===== src/rtl/am2301_sample_manager.sv =====
// AM2301 sample manager: paces sensor reads, watches for a response, validates the
// 40-bit frame and publishes temperature/humidity plus status over an Avalon-MM slave.
`timescale 1ns/1ps

module am2301_sample_manager #(
    parameter int TICKS_PER_MS   = 50000,
    parameter int DEFAULT_PERIOD = 2000,
    parameter int MIN_PERIOD     = 2000,
    parameter int TIMEOUT_MS     = 20
) (
    input  logic        csi_MCLK_clk,
    input  logic        rsi_MRST_reset,
    output logic        coe_start,
    input  logic        coe_busy,
    input  logic        coe_frame_valid,
    input  logic [39:0] coe_frame_data,
    input  logic [1:0]  avs_ctrl_address,
    input  logic        avs_ctrl_read,
    input  logic        avs_ctrl_write,
    input  logic [31:0] avs_ctrl_writedata,
    output logic [31:0] avs_ctrl_readdata,
    output logic        ins_irq
);

    localparam int PW = (TICKS_PER_MS > 1) ? $clog2(TICKS_PER_MS) : 1;

    typedef enum logic [1:0] {
        S_IDLE,
        S_START,
        S_WAIT,
        S_CHECK
    } state_t;

    state_t        state, state_next;

    logic [PW-1:0] pre_cnt;
    logic          ms_tick;
    logic [15:0]   period_cnt;
    logic          period_hit;
    logic [15:0]   to_ms;
    logic          to_hit;

    logic [39:0]   frame_q;
    logic [7:0]    csum;
    logic          set_valid;
    logic          set_crc;
    logic          set_timeout;
    logic [15:0]   temp_mag;
    logic [15:0]   temp_2c;

    logic [31:0]   data_reg;
    logic          valid;
    logic          crc_err;
    logic          timeout_flag;
    logic [7:0]    crc_cnt;
    logic [7:0]    timeout_cnt;
    logic          enable;
    logic          irq_en;
    logic [15:0]   period_reg;
    logic [15:0]   period_wr;
    logic [31:0]   status_word;

    logic          wr_status;
    logic          wr_ctrl;
    logic          wr_period;
    logic          rd_data;
    logic          trigger;
    logic          clr_counters;
    logic          unused_wd;

    assign wr_status    = avs_ctrl_write && (avs_ctrl_address == 2'd1);
    assign wr_ctrl      = avs_ctrl_write && (avs_ctrl_address == 2'd2);
    assign wr_period    = avs_ctrl_write && (avs_ctrl_address == 2'd3);
    assign rd_data      = avs_ctrl_read  && (avs_ctrl_address == 2'd0);
    assign trigger      = wr_ctrl && avs_ctrl_writedata[2];
    assign clr_counters = wr_status && avs_ctrl_writedata[31];
    assign unused_wd    = ^avs_ctrl_writedata[30:16];

    assign ms_tick = (pre_cnt == PW'(TICKS_PER_MS - 1));

    always_ff @(posedge csi_MCLK_clk) begin
        if (rsi_MRST_reset || ms_tick) begin
            pre_cnt <= '0;
        end else begin
            pre_cnt <= pre_cnt + PW'(1);
        end
    end

    // The pacing counter only advances while idle, so time spent acquiring stretches the period.
    assign period_hit = enable && (state == S_IDLE) && ms_tick &&
                        (({1'b0, period_cnt} + 17'd1) >= {1'b0, period_reg});

    always_ff @(posedge csi_MCLK_clk) begin
        if (rsi_MRST_reset || !enable) begin
            period_cnt <= '0;
        end else if ((state == S_IDLE) && ms_tick) begin
            period_cnt <= period_hit ? 16'd0 : period_cnt + 16'd1;
        end
    end

    assign to_hit = (state == S_WAIT) && ms_tick && (to_ms == 16'(TIMEOUT_MS - 1));

    always_ff @(posedge csi_MCLK_clk) begin
        if (rsi_MRST_reset || (state == S_START)) begin
            to_ms <= '0;
        end else if ((state == S_WAIT) && ms_tick) begin
            to_ms <= to_ms + 16'd1;
        end
    end

    always_ff @(posedge csi_MCLK_clk) begin
        if (rsi_MRST_reset) begin
            state <= S_IDLE;
        end else begin
            state <= state_next;
        end
    end

    // A frame arriving in the same cycle as the watchdog expiry takes priority.
    always_comb begin
        state_next = state;
        case (state)
            S_IDLE:  if (period_hit || trigger) state_next = S_START;
            S_START: state_next = S_WAIT;
            S_WAIT: begin
                if (coe_frame_valid) begin
                    state_next = S_CHECK;
                end else if (to_hit) begin
                    state_next = S_IDLE;
                end
            end
            S_CHECK: state_next = S_IDLE;
            default: state_next = S_IDLE;
        endcase
    end

    assign coe_start = (state == S_START);

    always_ff @(posedge csi_MCLK_clk) begin
        if (rsi_MRST_reset) begin
            frame_q <= '0;
        end else if ((state == S_WAIT) && coe_frame_valid) begin
            frame_q <= coe_frame_data;
        end
    end

    assign csum        = frame_q[39:32] + frame_q[31:24] + frame_q[23:16] + frame_q[15:8];
    assign set_valid   = (state == S_CHECK) && (csum == frame_q[7:0]);
    assign set_crc     = (state == S_CHECK) && (csum != frame_q[7:0]);
    assign set_timeout = to_hit && !coe_frame_valid;

    // Sign-magnitude to two's complement; negative zero collapses to 0.
    assign temp_mag = {1'b0, frame_q[22:8]};
    assign temp_2c  = frame_q[23] ? (16'd0 - temp_mag) : temp_mag;

    always_ff @(posedge csi_MCLK_clk) begin
        if (rsi_MRST_reset) begin
            data_reg     <= '0;
            valid        <= 1'b0;
            crc_err      <= 1'b0;
            timeout_flag <= 1'b0;
            crc_cnt      <= '0;
            timeout_cnt  <= '0;
        end else begin
            if (set_valid) begin
                data_reg <= {temp_2c, frame_q[39:24]};
            end

            if (set_valid) begin
                valid <= 1'b1;
            end else if (rd_data || (wr_status && avs_ctrl_writedata[0])) begin
                valid <= 1'b0;
            end

            if (set_crc) begin
                crc_err <= 1'b1;
            end else if (wr_status && avs_ctrl_writedata[1]) begin
                crc_err <= 1'b0;
            end

            if (set_timeout) begin
                timeout_flag <= 1'b1;
            end else if (wr_status && avs_ctrl_writedata[2]) begin
                timeout_flag <= 1'b0;
            end

            if (clr_counters) begin
                crc_cnt <= set_crc ? 8'd1 : 8'd0;
            end else if (set_crc && (crc_cnt != 8'hFF)) begin
                crc_cnt <= crc_cnt + 8'd1;
            end

            if (clr_counters) begin
                timeout_cnt <= set_timeout ? 8'd1 : 8'd0;
            end else if (set_timeout && (timeout_cnt != 8'hFF)) begin
                timeout_cnt <= timeout_cnt + 8'd1;
            end
        end
    end

    assign period_wr = (avs_ctrl_writedata[15:0] < 16'(MIN_PERIOD)) ? 16'(MIN_PERIOD)
                                                                    : avs_ctrl_writedata[15:0];

    always_ff @(posedge csi_MCLK_clk) begin
        if (rsi_MRST_reset) begin
            enable     <= 1'b0;
            irq_en     <= 1'b0;
            period_reg <= 16'(DEFAULT_PERIOD);
        end else begin
            if (wr_ctrl) begin
                enable <= avs_ctrl_writedata[0];
                irq_en <= avs_ctrl_writedata[1];
            end
            if (wr_period) begin
                period_reg <= period_wr;
            end
        end
    end

    assign status_word = {8'd0, timeout_cnt, crc_cnt, 3'd0, (state != S_IDLE),
                          coe_busy, timeout_flag, crc_err, valid};

    always_ff @(posedge csi_MCLK_clk) begin
        if (rsi_MRST_reset) begin
            avs_ctrl_readdata <= '0;
            ins_irq           <= 1'b0;
        end else begin
            if (avs_ctrl_read) begin
                case (avs_ctrl_address)
                    2'd0:    avs_ctrl_readdata <= data_reg;
                    2'd1:    avs_ctrl_readdata <= status_word;
                    2'd2:    avs_ctrl_readdata <= {30'd0, irq_en, enable};
                    default: avs_ctrl_readdata <= {16'd0, period_reg};
                endcase
            end
            ins_irq <= irq_en && (valid || crc_err || timeout_flag);
        end
    end

endmodule


===== config.mk =====
export PLATFORM = sky130hd
export DESIGN_NAME = am2301_sample_manager
export DESIGN_NICKNAME = d
export VERILOG_FILES = /design/src/rtl/am2301_sample_manager.sv
export SDC_FILE = /design/constraint.sdc
export NUM_CORES = 1
export LEC_CHECK = 0
export CAP_MARGIN = 40
export CORE_ASPECT_RATIO = 0.5
export CORE_MARGIN = 1
export CORE_UTILIZATION = 40
export DETAILED_ROUTE_END_ITERATION = 6
export SYNTH_ARGS = -nofsm -noshare
export SYNTH_HDL_FRONTEND = slang
export SYNTH_SLANG_ARGS = --single-unit

===== constraint.sdc =====
create_clock -name csi_MCLK_clk -period 4.95 [get_ports csi_MCLK_clk]
set_input_delay 1.485 -clock csi_MCLK_clk [delete_from_list [all_inputs] [get_ports csi_MCLK_clk]]
set_output_delay 1.485 -clock csi_MCLK_clk [all_outputs]
set_load 0.03 [all_outputs]

* Word-level counts from Yosys, hierarchy flattened
Index checks and enable logic that the tools add are counted.
** Storage, ports and cells
- Output and inout port bits :: 34
- Register bits :: 192
- Logic and storage cells :: 102
- Input port bits :: 80
** Operators by class
- Eq/ne operators :: 14
- Order comparisons :: 2
- Reductions and logical operators :: 40
- Mux-type cells :: 20
- Add/subtract/negate cells :: 10
** Operator list (count)
- $pmux W32 S3 :: 1
- $add A16 B1 Y16 const B :: 3
- $mux W16 :: 3
- $mux W8 :: 4
- $add A8 B8 Y8 :: 3
- $logic_and A1 B1 Y1 :: 22
- $add A16 B1 Y17 const B :: 1
- $ge A17 B16 Y1 :: 1
- $add A8 B1 Y8 const B :: 2
- $eq A16 B16 Y1 const B :: 1
- $eq A16 B5 Y1 const B :: 1
- $lt A16 B11 Y1 const B :: 1
- $ne A8 B8 Y1 const B :: 2
- $sub A1 B15 Y16 const A :: 1
- $reduce_bool A2 Y1 :: 6
- $eq A2 B2 Y1 const B :: 4
- $eq A8 B8 Y1 :: 1
- $mux W1 :: 8
- $ne A8 B8 Y1 :: 1
- $pmux W2 S4 :: 1
- $logic_or A1 B1 Y1 :: 7
- $mux W2 :: 3
- $eq A2 B1 Y1 const B :: 2
- $logic_not A2 Y1 :: 2
- other kinds (4) :: 5

* Depth between registers and ports, before layout
- Word-level depth :: 8
- Mapped depth :: 15
- Depth with buffers taken out :: 14

* Worst setup path after synthesis
OpenSTA, ideal clock, no wires.
- Kind :: register -> register
- Start :: register frame_q[9]
- End :: register data_reg[10]
- Period minus slack after synthesis :: 3545 ps
- Setup time :: 128 ps
- Slack :: 1405 ps
- Cell stages (with the launch flop) :: 16
- Data required time :: 4822 ps
- Path buffers :: 2
- Data arrival time :: 3417 ps
- Cells stage by stage :: dfxtp_1 fa_1 inv_1 fa_1 inv_1 ha_1 fa_1 nand3_1 a21oi_1 nor4_1 o221ai_2 nor3_2 buf_4 buf_6 mux2i_1 nor2_1
** Between the ends
- Longest elaborated chain between the ends :: 3
** Ends and longest elaborated chain
- from (decl) :: line 43 : logic [39:0] frame_q;
- from (signal assigned) :: line 143 : frame_q <= coe_frame_data;
- $add A8 B8 Y8 :: line 147 : assign csum = frame_q[39:32] + frame_q[31:24] + frame_q[23:16] + frame_q[15:8];
- $eq A8 B8 Y1 :: line 148 : assign set_valid = (state == S_CHECK) && (csum == frame_q[7:0]);
- $logic_and A1 B1 Y1 :: line 148
- to (signal assigned) :: line 166 : data_reg <= {temp_2c, frame_q[39:24]};
- to (decl) :: line 51 : logic [31:0] data_reg;
No other way between the ends.
A chain may end at the register's enable or synchronous reset.

* Worst setup path after layout
- Start :: register period_cnt[2]
- End :: register period_cnt[4]
** Between the ends
- Longest elaborated chain between the ends :: 4
- Elaborated cells on any way between the ends :: 5
- Classes of those cells :: 2 x add/sub; 1 x order compare; 1 x mux; 1 x reduce/logical
** Ends and longest elaborated chain
- from (decl) :: line 38 : logic [15:0] period_cnt;
- from (signal assigned) :: line 97 : period_cnt <= period_hit ? 16'd0 : period_cnt + 16'd1;
- $add A16 B1 Y17 :: line 91 : (({1'b0, period_cnt} + 17'd1) >= {1'b0, period_reg});
- $ge A17 B16 Y1 :: line 91
- $logic_and A1 B1 Y1 :: line 90 : assign period_hit = enable && (state == S_IDLE) && ms_tick &&
- $mux W16 (*) :: line 97
Every way passes the cells marked *; elsewhere a longest branch is shown, timed or not.

==> run metrics <==
M1 wire length=about 12 mm; initial antenna violation count=0; Final ANT Viol Nets=0; initial core utilization=41.4%; first-pass GRT wire length=a little under 40 mm; H-tree depth=4; via count=roughly 7900; synthesized area=0.00959 sq mm; post-CTS setup repair buffer count=0; Reg clk slew, reported paths=about 0.070 ns; f_max=244 MHz; compound-gate portion of the synthesized area=14.4%; Slew Limit Fails=0; Peak VDD IR=roughly 0.20 mV; Final #Nets=about 1300; worst path required time=5.28 ns; CTS tree=done; post-synthesis average cell area=8.52 sq um; CTS Buf Count=17; WP data arrival=4.43 ns; placed instance area=0.0108 sq mm; clk sinks=approximately 190; share of the synthesized area in the top cell type=40.1%; DRC=0; Post-CTS Resized=0; synth top area cells=dfxtp_1, nor2_1, a21oi_1; Ports=114; max reg flops=40; Final Skew=between 0.007 and 0.008 ns; grt ovf=0; Final Hold Fails=0; crit end category=register; worst-path fanout max=12; total power=3.36 mW; hpwl dp=17.3 mm; largest family of logic cells by synthesized area=simple AND/OR/NAND/NOR gates; crit share post-route=between 80% and 90%; DR WL met3=782 um; Root Driver=clkbuf_16; CP Class=register to register; Hold Crit Class=register to register; clk buf depth=2; Syn Nets=around 1200; via density per instance=5.19; Max-slew headroom=41.6%; area delta synth->final=19.2%; type of origin of the critical path=register; WL/cell=approximately 15 um; Netlist cell types=64; DR top layer=met4; sequential area share after synthesis=40.1%; simple logic cell fraction of the synthesized area=22.5%; Die Y=111 um; Die X-Extent=221 um; outcome=finished, final reports clean; Die ar.=0.0246 sq mm; Yosys reg bits=between 150 and 200; core area=0.0232 sq mm; post-cts hold buffer count=0; Power Density=around 290 mW/mm^2; hold slack=~0.46 ns; # rows=39; TritonRoute pass-1 iters=5; final setup vio count=0; Post-Synth Adder-Cell Area=6.71%; Synth Flop Type=dfxtp_1; xor and xnor area share after synthesis=under 10%; Worst-Skew Late Latency=0.44 ns; number of synthesized flops with an enable pin=0; max_cap viols=0; drt initial violations=around 440; RSZ-0062 raised after global routing=false; Synth Warn #=0; ys async rst share=0%; Final Critical Period=4.10 ns; Tot GR Track Use=19.5%; ant diodes=0; worst slew pin tran=0.875 ns; share of layout cells above drive strength 1=6.37%; gpl congestion=0.823; number of global-route vias before repair=7525; Synth area leader=dfxtp_1; Fin Setup TNS=0 ns; maximum number of pins on one net before global-route repair=79; mux cell area share after synthesis=under 10%; Routed WL=23.2 mm; final core utilization=49.3%; port bufs=98; met2 WL=10.6 mm; P_leak=4.37 nW; post-route cell area=between 0.01 and 0.015 sq mm; Syn Inst Count=1126
## kinds of logic after synthesis
| logic type | Yosys count |
|---|---|
| DFF | 192 |
| adders and majority gates | 43 |
| buffers and inverters | 100 |
| muxes | 47 |
| AOI/OAI and AO/OA | 219 |
| and+or+nand+nor | 457 |
| xor gates and xnor gates | 68 |
## worst paths after layout
path                                 to                       start  depth (start not counted)  slack, ns
min reg2reg       pre_cnt[0]$_SDFF_PP0_       pre_cnt[0]$_SDFF_PP0_                          1       0.46
max          period_cnt[4]$_SDFFE_PP0P_  period_cnt[2]$_SDFFE_PP0P_                         13       0.85
max reg2reg  period_cnt[4]$_SDFFE_PP0P_  period_cnt[2]$_SDFFE_PP0P_                         13       0.85
min               pre_cnt[0]$_SDFF_PP0_       pre_cnt[0]$_SDFF_PP0_                          1       0.46
## synthesized netlist by cell type (all sizes together) (5+ instances only)
| cell type | n |
|---|---|
| dfxtp | 192 |
| nor2 | 152 |
| nand2 | 136 |
| a21oi | 103 |
| clkbuf | 44 |
| inv | 42 |
| mux2i | 37 |
| o21ai | 36 |
| xor2 | 35 |
| nand3 | 31 |
| xnor2 | 31 |
| ha | 29 |
| a211oi | 27 |
| nand4 | 23 |
| nor2b | 22 |
| or3 | 18 |
| and3 | 15 |
| nor3 | 15 |
| buf | 14 |
| fa | 14 |
| a21o | 10 |
| a22o | 9 |
| a22oi | 9 |
| mux2 | 8 |
| nand2b | 8 |
| nor4 | 8 |
| and4 | 6 |
| o21bai | 6 |
| and2 | 5 |
| nor4b | 5 |
## area by class of cell
type	instances	area (sq um)
inverter	42	158
sequential	192	3840
timing repair buffer	108	1050
multi-input combinational	834	5330
tap	307	384
clock inverter	11	198
clock buffer	21	470
fill	2163	11800
## cell usage in the layout (no fill, tap or decap), types with 3 or more instances in the layout
master / Yosys / final
dfxtp_1: 192 / 192
nor2_1: 151 / 150
nand2_1: 136 / 136
a21oi_1: 103 / 103
clkdlybuf4s50_1: 0 / 96
inv_1: 42 / 42
mux2i_1: 37 / 37
xor2_1: 35 / 35
o21ai_0: 35 / 35
nand3_1: 31 / 31
xnor2_1: 30 / 30
ha_1: 29 / 29
nand4_1: 22 / 22
nor2b_1: 22 / 22
or3_1: 18 / 18
clkbuf_16: 0 / 17
a211oi_1: 16 / 16
and3_1: 15 / 15
nor3_1: 14 / 14
fa_1: 14 / 14
a211oi_2: 11 / 11
buf_4: 3 / 11
a21o_1: 10 / 10
a22oi_1: 9 / 9
a22o_1: 9 / 9
nand2b_1: 8 / 8
mux2_2: 8 / 8
nor4_1: 7 / 7
and4_1: 6 / 6
o21bai_1: 6 / 6
bufinv_16: 0 / 5
and2_1: 4 / 4
or2_2: 4 / 4
nor4b_1: 4 / 4
o21a_1: 3 / 3
inv_6: 0 / 3
clkbuf_8: 0 / 3
## per-layer routing
layer,GRT usage (%),up-vias
li1,-,4012
met1,26.7,3726
met2,31.9,109
met3,3.62,16
met4,4.43,0
met5,0,-
## metrics by stage
step	cells	worst slack [ns]
after floorplan	1126	1.41
after global placement	1483	0.905
after detailed placement	1483	0.845
after CTS	1515	0.834
after global routing	1515	0.516
final	1515	0.849
## critical path, cell delays in order (launching register included)
cell and delay (ns):
dfxtp_1 0.41, nand3_1 0.21, or3_1 0.54, nor2_1 0.31
nand4_1 0.21, xnor2_1 0.18, ha_1 0.29, nand3_1 0.12
or2_2 0.32, o32a_1 0.36, nand4_1 0.37, nor2_1 0.22
buf_4 0.21, a22o_1 0.22
## power breakdown
group	internal [mW]	switching, mW	leakage (nW)	total (mW)
combinational	0.0975	0.118	2.49	0.216
clock	0.943	0.617	0.325	1.56
sequential	1.56	0.0178	1.55	1.58
No activity file was read; power rests on OpenSTA's default activity.
